[config.mk]
export PLATFORM = sky130hd
export DESIGN_NAME = sr_pulse_gen
export DESIGN_NICKNAME = d
export VERILOG_FILES = /design/src/rtl/sr_pulse_gen.sv
export SDC_FILE = /design/constraint.sdc
export NUM_CORES = 1
export LEC_CHECK = 0
export CORE_MARGIN = 2
export CORE_UTILIZATION = 50
export CTS_BUF_LIST = sky130_fd_sc_hd__clkbuf_4 sky130_fd_sc_hd__clkbuf_8
export CTS_CLUSTER_SIZE = 28
export DETAILED_ROUTE_END_ITERATION = 8
export GPL_TIMING_DRIVEN = 0
export PLACE_DENSITY = 0.75
export SETUP_SLACK_MARGIN = 0.1
export SYNTH_ARGS = -nofsm -noshare
export SYNTH_HDL_FRONTEND = slang
export SYNTH_SLANG_ARGS = --single-unit
[constraint.sdc]
create_clock -name clk -period 1 [get_ports clk]
set_input_delay 0.1 -clock clk [delete_from_list [all_inputs] [get_ports clk]]
set_output_delay 0.1 -clock clk [all_outputs]
set_load 0.02 [all_outputs]
[src/rtl/sr_pulse_gen.sv]
// sr_pulse_gen
//   Conditions two raw, bouncing, asynchronous push-buttons (set request and
//   reset request) into clean synchronous pulses for a downstream SR latch.
//   The s and r outputs are never high in the same cycle.
//   Each channel is processed in this order:
//     synchroniser -> debounce -> rising-edge detect -> one-deep pending slot
//   A small FSM then turns the pending requests into pulses, one at a time.
//
// Ports
//   clk       in   rising-edge clock
//   rst_n     in   asynchronous active-low reset
//   set_btn   in   raw set button (asynchronous, may bounce)
//   rst_btn   in   raw reset button (asynchronous, may bounce)
//   s         out  set pulse, registered, PULSE_WIDTH cycles per request
//   r         out  reset pulse, registered, PULSE_WIDTH cycles per request
//   busy      out  high while an s or r pulse is in progress
//   conflict  out  one-cycle flag: simultaneous set+reset requests discarded
//
// Handshake note: there is no valid/ready pairing here. A request is a single
// rising edge of the debounced level. It waits in its one-deep slot until the
// FSM is idle. A second request that arrives while the slot is still full is
// dropped silently.

module sr_pulse_gen #(
  parameter int SYNC_STAGES     = 2,
  parameter int DEBOUNCE_CYCLES = 4,
  parameter int PULSE_WIDTH     = 1
) (
  input  logic clk,
  input  logic rst_n,
  input  logic set_btn,
  input  logic rst_btn,
  output logic s,
  output logic r,
  output logic busy,
  output logic conflict
);

  localparam int CW  = $clog2(DEBOUNCE_CYCLES + 1);
  localparam int PCW = (PULSE_WIDTH > 1) ? $clog2(PULSE_WIDTH) : 1;

  typedef enum logic [1:0] {
    IDLE  = 2'd0,
    SET_P = 2'd1,
    RST_P = 2'd2
  } state_t;

  // Index 0 is the set channel. Index 1 is the reset channel.
  logic [SYNC_STAGES-1:0] set_sync;
  logic [SYNC_STAGES-1:0] rst_sync;
  logic [1:0]             sync_out;
  logic [1:0]             db;
  logic [1:0]             db_d;
  logic [CW-1:0]          cnt [2];
  logic [1:0]             rise;

  logic                   set_pend;
  logic                   rst_pend;
  logic                   set_take;
  logic                   rst_take;

  state_t                 state;
  logic [PCW-1:0]         pcnt;

  // Synchronisers.
  always_ff @(posedge clk or negedge rst_n) begin
    if (!rst_n) begin
      set_sync <= '0;
      rst_sync <= '0;
    end else begin
      set_sync <= {set_sync[SYNC_STAGES-2:0], set_btn};
      rst_sync <= {rst_sync[SYNC_STAGES-2:0], rst_btn};
    end
  end

  assign sync_out = {rst_sync[SYNC_STAGES-1], set_sync[SYNC_STAGES-1]};

  // Debounce. The counter runs only while the synchronised input disagrees
  // with the accepted level, and any agreement restarts it. The level flips
  // on the cycle that would bring the count to DEBOUNCE_CYCLES. That means
  // the stored count never actually holds DEBOUNCE_CYCLES and cannot wrap.
  always_ff @(posedge clk or negedge rst_n) begin
    if (!rst_n) begin
      db   <= '0;
      db_d <= '0;
      for (int ch = 0; ch < 2; ch++) begin
        cnt[ch] <= '0;
      end
    end else begin
      db_d <= db;
      for (int ch = 0; ch < 2; ch++) begin
        if (sync_out[ch] != db[ch]) begin
          if (cnt[ch] == CW'(DEBOUNCE_CYCLES - 1)) begin
            db[ch]  <= sync_out[ch];
            cnt[ch] <= '0;
          end else begin
            cnt[ch] <= cnt[ch] + 1'b1;
          end
        end else begin
          cnt[ch] <= '0;
        end
      end
    end
  end

  // Only the 0->1 transition of the debounced level counts as a request.
  assign rise = db & ~db_d;

  // The FSM consumes a slot only from IDLE.
  assign set_take = (state == IDLE) & set_pend;
  assign rst_take = (state == IDLE) & rst_pend;

  // A slot can only be consumed while it is full, and a new request is only
  // accepted into an empty slot. The two updates therefore never target the
  // same cycle's content, and a request that meets a full slot is lost.
  always_ff @(posedge clk or negedge rst_n) begin
    if (!rst_n) begin
      set_pend <= 1'b0;
      rst_pend <= 1'b0;
    end else begin
      set_pend <= (set_pend & ~set_take) | (rise[0] & ~set_pend);
      rst_pend <= (rst_pend & ~rst_take) | (rise[1] & ~rst_pend);
    end
  end

  // Pulse FSM. Every output is registered here. After each pulse the FSM
  // returns to IDLE for at least one cycle, and that guarantees a low cycle
  // between consecutive pulses.
  always_ff @(posedge clk or negedge rst_n) begin
    if (!rst_n) begin
      state    <= IDLE;
      pcnt     <= '0;
      s        <= 1'b0;
      r        <= 1'b0;
      busy     <= 1'b0;
      conflict <= 1'b0;
    end else begin
      conflict <= 1'b0;
      case (state)
        IDLE: begin
          if (set_pend && rst_pend) begin
            conflict <= 1'b1;
          end else if (set_pend) begin
            state <= SET_P;
            pcnt  <= '0;
            s     <= 1'b1;
            busy  <= 1'b1;
          end else if (rst_pend) begin
            state <= RST_P;
            pcnt  <= '0;
            r     <= 1'b1;
            busy  <= 1'b1;
          end
        end
        SET_P, RST_P: begin
          if (pcnt == PCW'(PULSE_WIDTH - 1)) begin
            state <= IDLE;
            s     <= 1'b0;
            r     <= 1'b0;
            busy  <= 1'b0;
          end else begin
            pcnt <= pcnt + 1'b1;
          end
        end
        default: begin
          state <= IDLE;
          s     <= 1'b0;
          r     <= 1'b0;
          busy  <= 1'b0;
        end
      endcase
    end
  end

endmodule
==> flow_metrics.py <==
metrics = {
    "run_status": {
        "status": "finished, violations left",
        "failed_checks": "setup timing",
    },
    "synth": {
        "yosysWarnings": 0,
        "synth-seq-cells": 22,
        "syn-num-nets": 57,
        "synth.avg_cell_area_um2": 15.26,
        "ys_types": 17,
        "syn_area_um2": 778.2,
        "ys_top_cells_by_area": "dfrtp_1, nor2b_4, ha_1",
        "syn_inst": 51,
        "synth_area_leader_cell": "dfrtp_1",
        "ys_seq_area_share_pct": 70.74,
        "synth_top_area_share_pct": 70.74,
    },
    "floorplanning": {
        "fp-row-count": 14,
        "core_um2": 1489,
        "die_w_um": 43.45,
        "die_area_um2": 1888,
        "initial_core_util_pct": 52.27,
        "dieHeight_um": 43.45,
        "ios": 8,
    },
    "cts": {
        "cts_tree": "built",
        "clock_latency_ns": 0.31,
        "cts-root-buf": "clkbuf_4",
        "htree_num_levels": 1,
        "cts.path.max_buffers": 2,
        "holdBufCountCts": 0,
        "cts_made_buffers": 3,
        "clkTransAtPathRegs_ns": 0.12,
        "cts.sinks": 22,
    },
    "timing": {
        "clock_skew_ns": 0.01036,
        "max_freq_mhz": 892.7,
        "relSlewSlack_pct": 38.44,
        "slew_violations": 0,
        "tightest_slew_ns": 0.9234,
        "tns_ns": -0.2932,
        "worst_slack_ns": -0.1201,
        "min_period_over_period_pct": 112.0,
        "final_hold_viol_count": 0,
        "fin_crit_ns": 1.120,
        "finalSetupViolations": 4,
        "rsz0062_at_grt": "true",
    },
    "pwr": {
        "pwr-share-comb_pct": 38.1,
        "leakagePower_nw": 0.4993,
        "p_switching_mw": 1.023,
        "pwr-share-seq_pct": 46.9,
        "p_int_mw": 2.198,
        "swShare_pct": 31.76,
        "peakVddDrop_mv": 1.831,
        "p_clk_share_pct": 15.0,
        "powerDensity_nw_per_um2": 2908,
    },
    "place": {
        "numPlacedInstances": 74,
        "place_congestion": 0.7222,
        "place_hpwl_um": 700.6,
        "io_buffers": 7,
        "dpl-instance-area_um2": 880.8,
        "pre_cts_slack_ns": -0.3005,
    },
    "global_routing": {
        "grt_max_degree": 23,
        "track_usage_pct": 17.01,
        "grt_pass1_vias": 508,
        "antenna_found_initial": 0,
        "grt_pass1_wl_um": 2283,
        "overflow": 0,
    },
    "final_layout": {
        "nNetsFinal": 78,
        "regArea_um2": 555.5,
        "fin_area_um2": 1107,
        "fillers": 91,
        "final-instance-count-excl-fill": 87,
        "drive_above_1_share_pct": 57.75,
        "antenna_cells": 0,
        "synthToLayoutAreaGrowth_pct": 42.28,
        "multi_input_area_um2": 342.8,
    },
    "worst_setup_path": {
        "timing.setup.critical_path_class": "reg2reg",
        "crit_path_max_fanout": 2,
        "cp-end-kind": "flop",
        "slowest_stage": "dfrtp_1",
        "arrival_ns": 1.33,
        "path_cells": "ha_2 -> nor2b_4 -> mux2_4",
        "path_buf_inv": 0,
        "critPathRequiredTime_ns": 1.21,
        "critPathTopFamily": "flip-flops",
        "critPathMaxStageDelay_ns": 0.37,
        "worst_setup_path_start_kind": "flop",
    },
    "drt": {
        "post_drt_wl_per_cell_um": 14.78,
        "highest-signal-layer": "met4",
        "vias_per_cell": 5.230,
        "drtAntennaViolNets": 0,
        "wl_met1_um": 564,
        "drt_iter0_markers": 2,
        "vias": 455,
        "drcViolationCount": 0,
        "totalWireLength_um": 1286,
        "dr_wl_met2_um": 671,
        "drtPass1Iterations": 2,
        "wl_met3_um": 33,
    },
    "worst_hold_path": {
        "hold_class": "in2async",
    },
    "job": {
        "max_cap_viol_count": 0,
    },
}
-- cell usage in the layout (no fill, tap or decap), drive strengths merged, types with 4 or more instances in the layout --
| cell type | netlist | final |
|---|---|---|
| buf | 0 | 13 |
| clkbuf | 0 | 4 |
| dfrtp | 22 | 22 |
| nor2b | 6 | 6 |
| o21ai | 4 | 4 |
-- worst register-to-register path: cells and delay by family (launching register included) --
kind	cells	cell delay (ns)
fa+ha+maj	1	0.18
flops	1	0.37
simple gates	1	0.16
mux	1	0.30
-- final cells by class --
class / count / area share [%]
tap: 16 / 1.808
timing repair buffer: 16 / 13.79
sequential: 22 / 50.17
clock buffer: 4 / 3.277
multi-input combinational: 29 / 30.96
-- cell usage after synthesis (all sizes together) --
cell type and n:
nor2 1, xnor2 2, nand2b 2, o21a 2, o21ai 4, nor2b 6, and3 1, mux2 2
nor3 2, nor4b 1, ha 2, and2 1, dfrtp 22, o31a 1, nor3b 2
-- flip-flops by register name (all words and copies together), names as in the netlist --
name and flops:
db 2, rst_pend 1, db_d 2, r 1, s 1, set_sync 2, conflict 1, set_pend 1
busy 1, cnt 6, rst_sync 2, state 2
-- through the flow --
step | hold WS [ns] | util, % | total power, mW
global placement | 0.3337 | 59.16 | 2.114
finish | 0.02515 | 74.37 | 3.220
CTS | 0.05411 | 68.99 | 2.917
detailed placement | 0.3418 | 59.16 | 2.159
global route | 0.1154 | 74.37 | 3.423
floorplan | -0.1956 | - | 1.878
-- cell families (layout without fill, tap and decap cells) --
logic type	after synthesis	count (layout)	synth area share, %
simple gates	16	16	15.27
mux	2	2	2.894
compound gates	7	7	5.627
flops	22	22	70.74
fa+ha+maj	2	2	3.215
xor+xnor	2	2	2.251
buf+inv	0	20	0
-- power by group through the flow --
stage	combinational [mW]	sequential, mW	clock, mW
after floorplan	0.455	1.42	0
after global placement	0.748	1.37	0
after detailed placement	0.771	1.39	0
after CTS	1.03	1.39	0.488
after global routing	1.34	1.55	0.527
final	1.23	1.51	0.483
-- repair_timing --
| action | 4_1_cts | 5_1_grt |
|---|---|---|
| setup buffers | 8 | 1 |
| hold endpoints to repair | 0 | 0 |
| gates resized for setup | 32 | 20 |
| pin swaps | 3 | 6 |
| setup endpoints to repair | 35 | 18 |
-- path summary, 6_finish.rpt --
kind	endpoint	cells past startpoint	slack, ns	start
hold reg to reg	rst_sync[1]	0	0.37	rst_sync[0]
min in group clk	set_sync[0]	1	0.23	set_btn
setup reg to reg	db[1]	3	-0.12	cnt[0]
max in group asynchronous	set_pend	1	0.34	rst_n
setup / recovery	db[1]	3	-0.12	cnt[0]
hold / removal	r	1	0.03	rst_n
-- routing by layer --
metal | vias up | global-route usage (%)
met1 | 230 | 22.03
met3 | 2 | 2.500
met4 | 0 | 10.91
met5 | - | 0
li1 | 217 | -
met2 | 6 | 26.87
No activity file was read; power rests on OpenSTA's default activity.
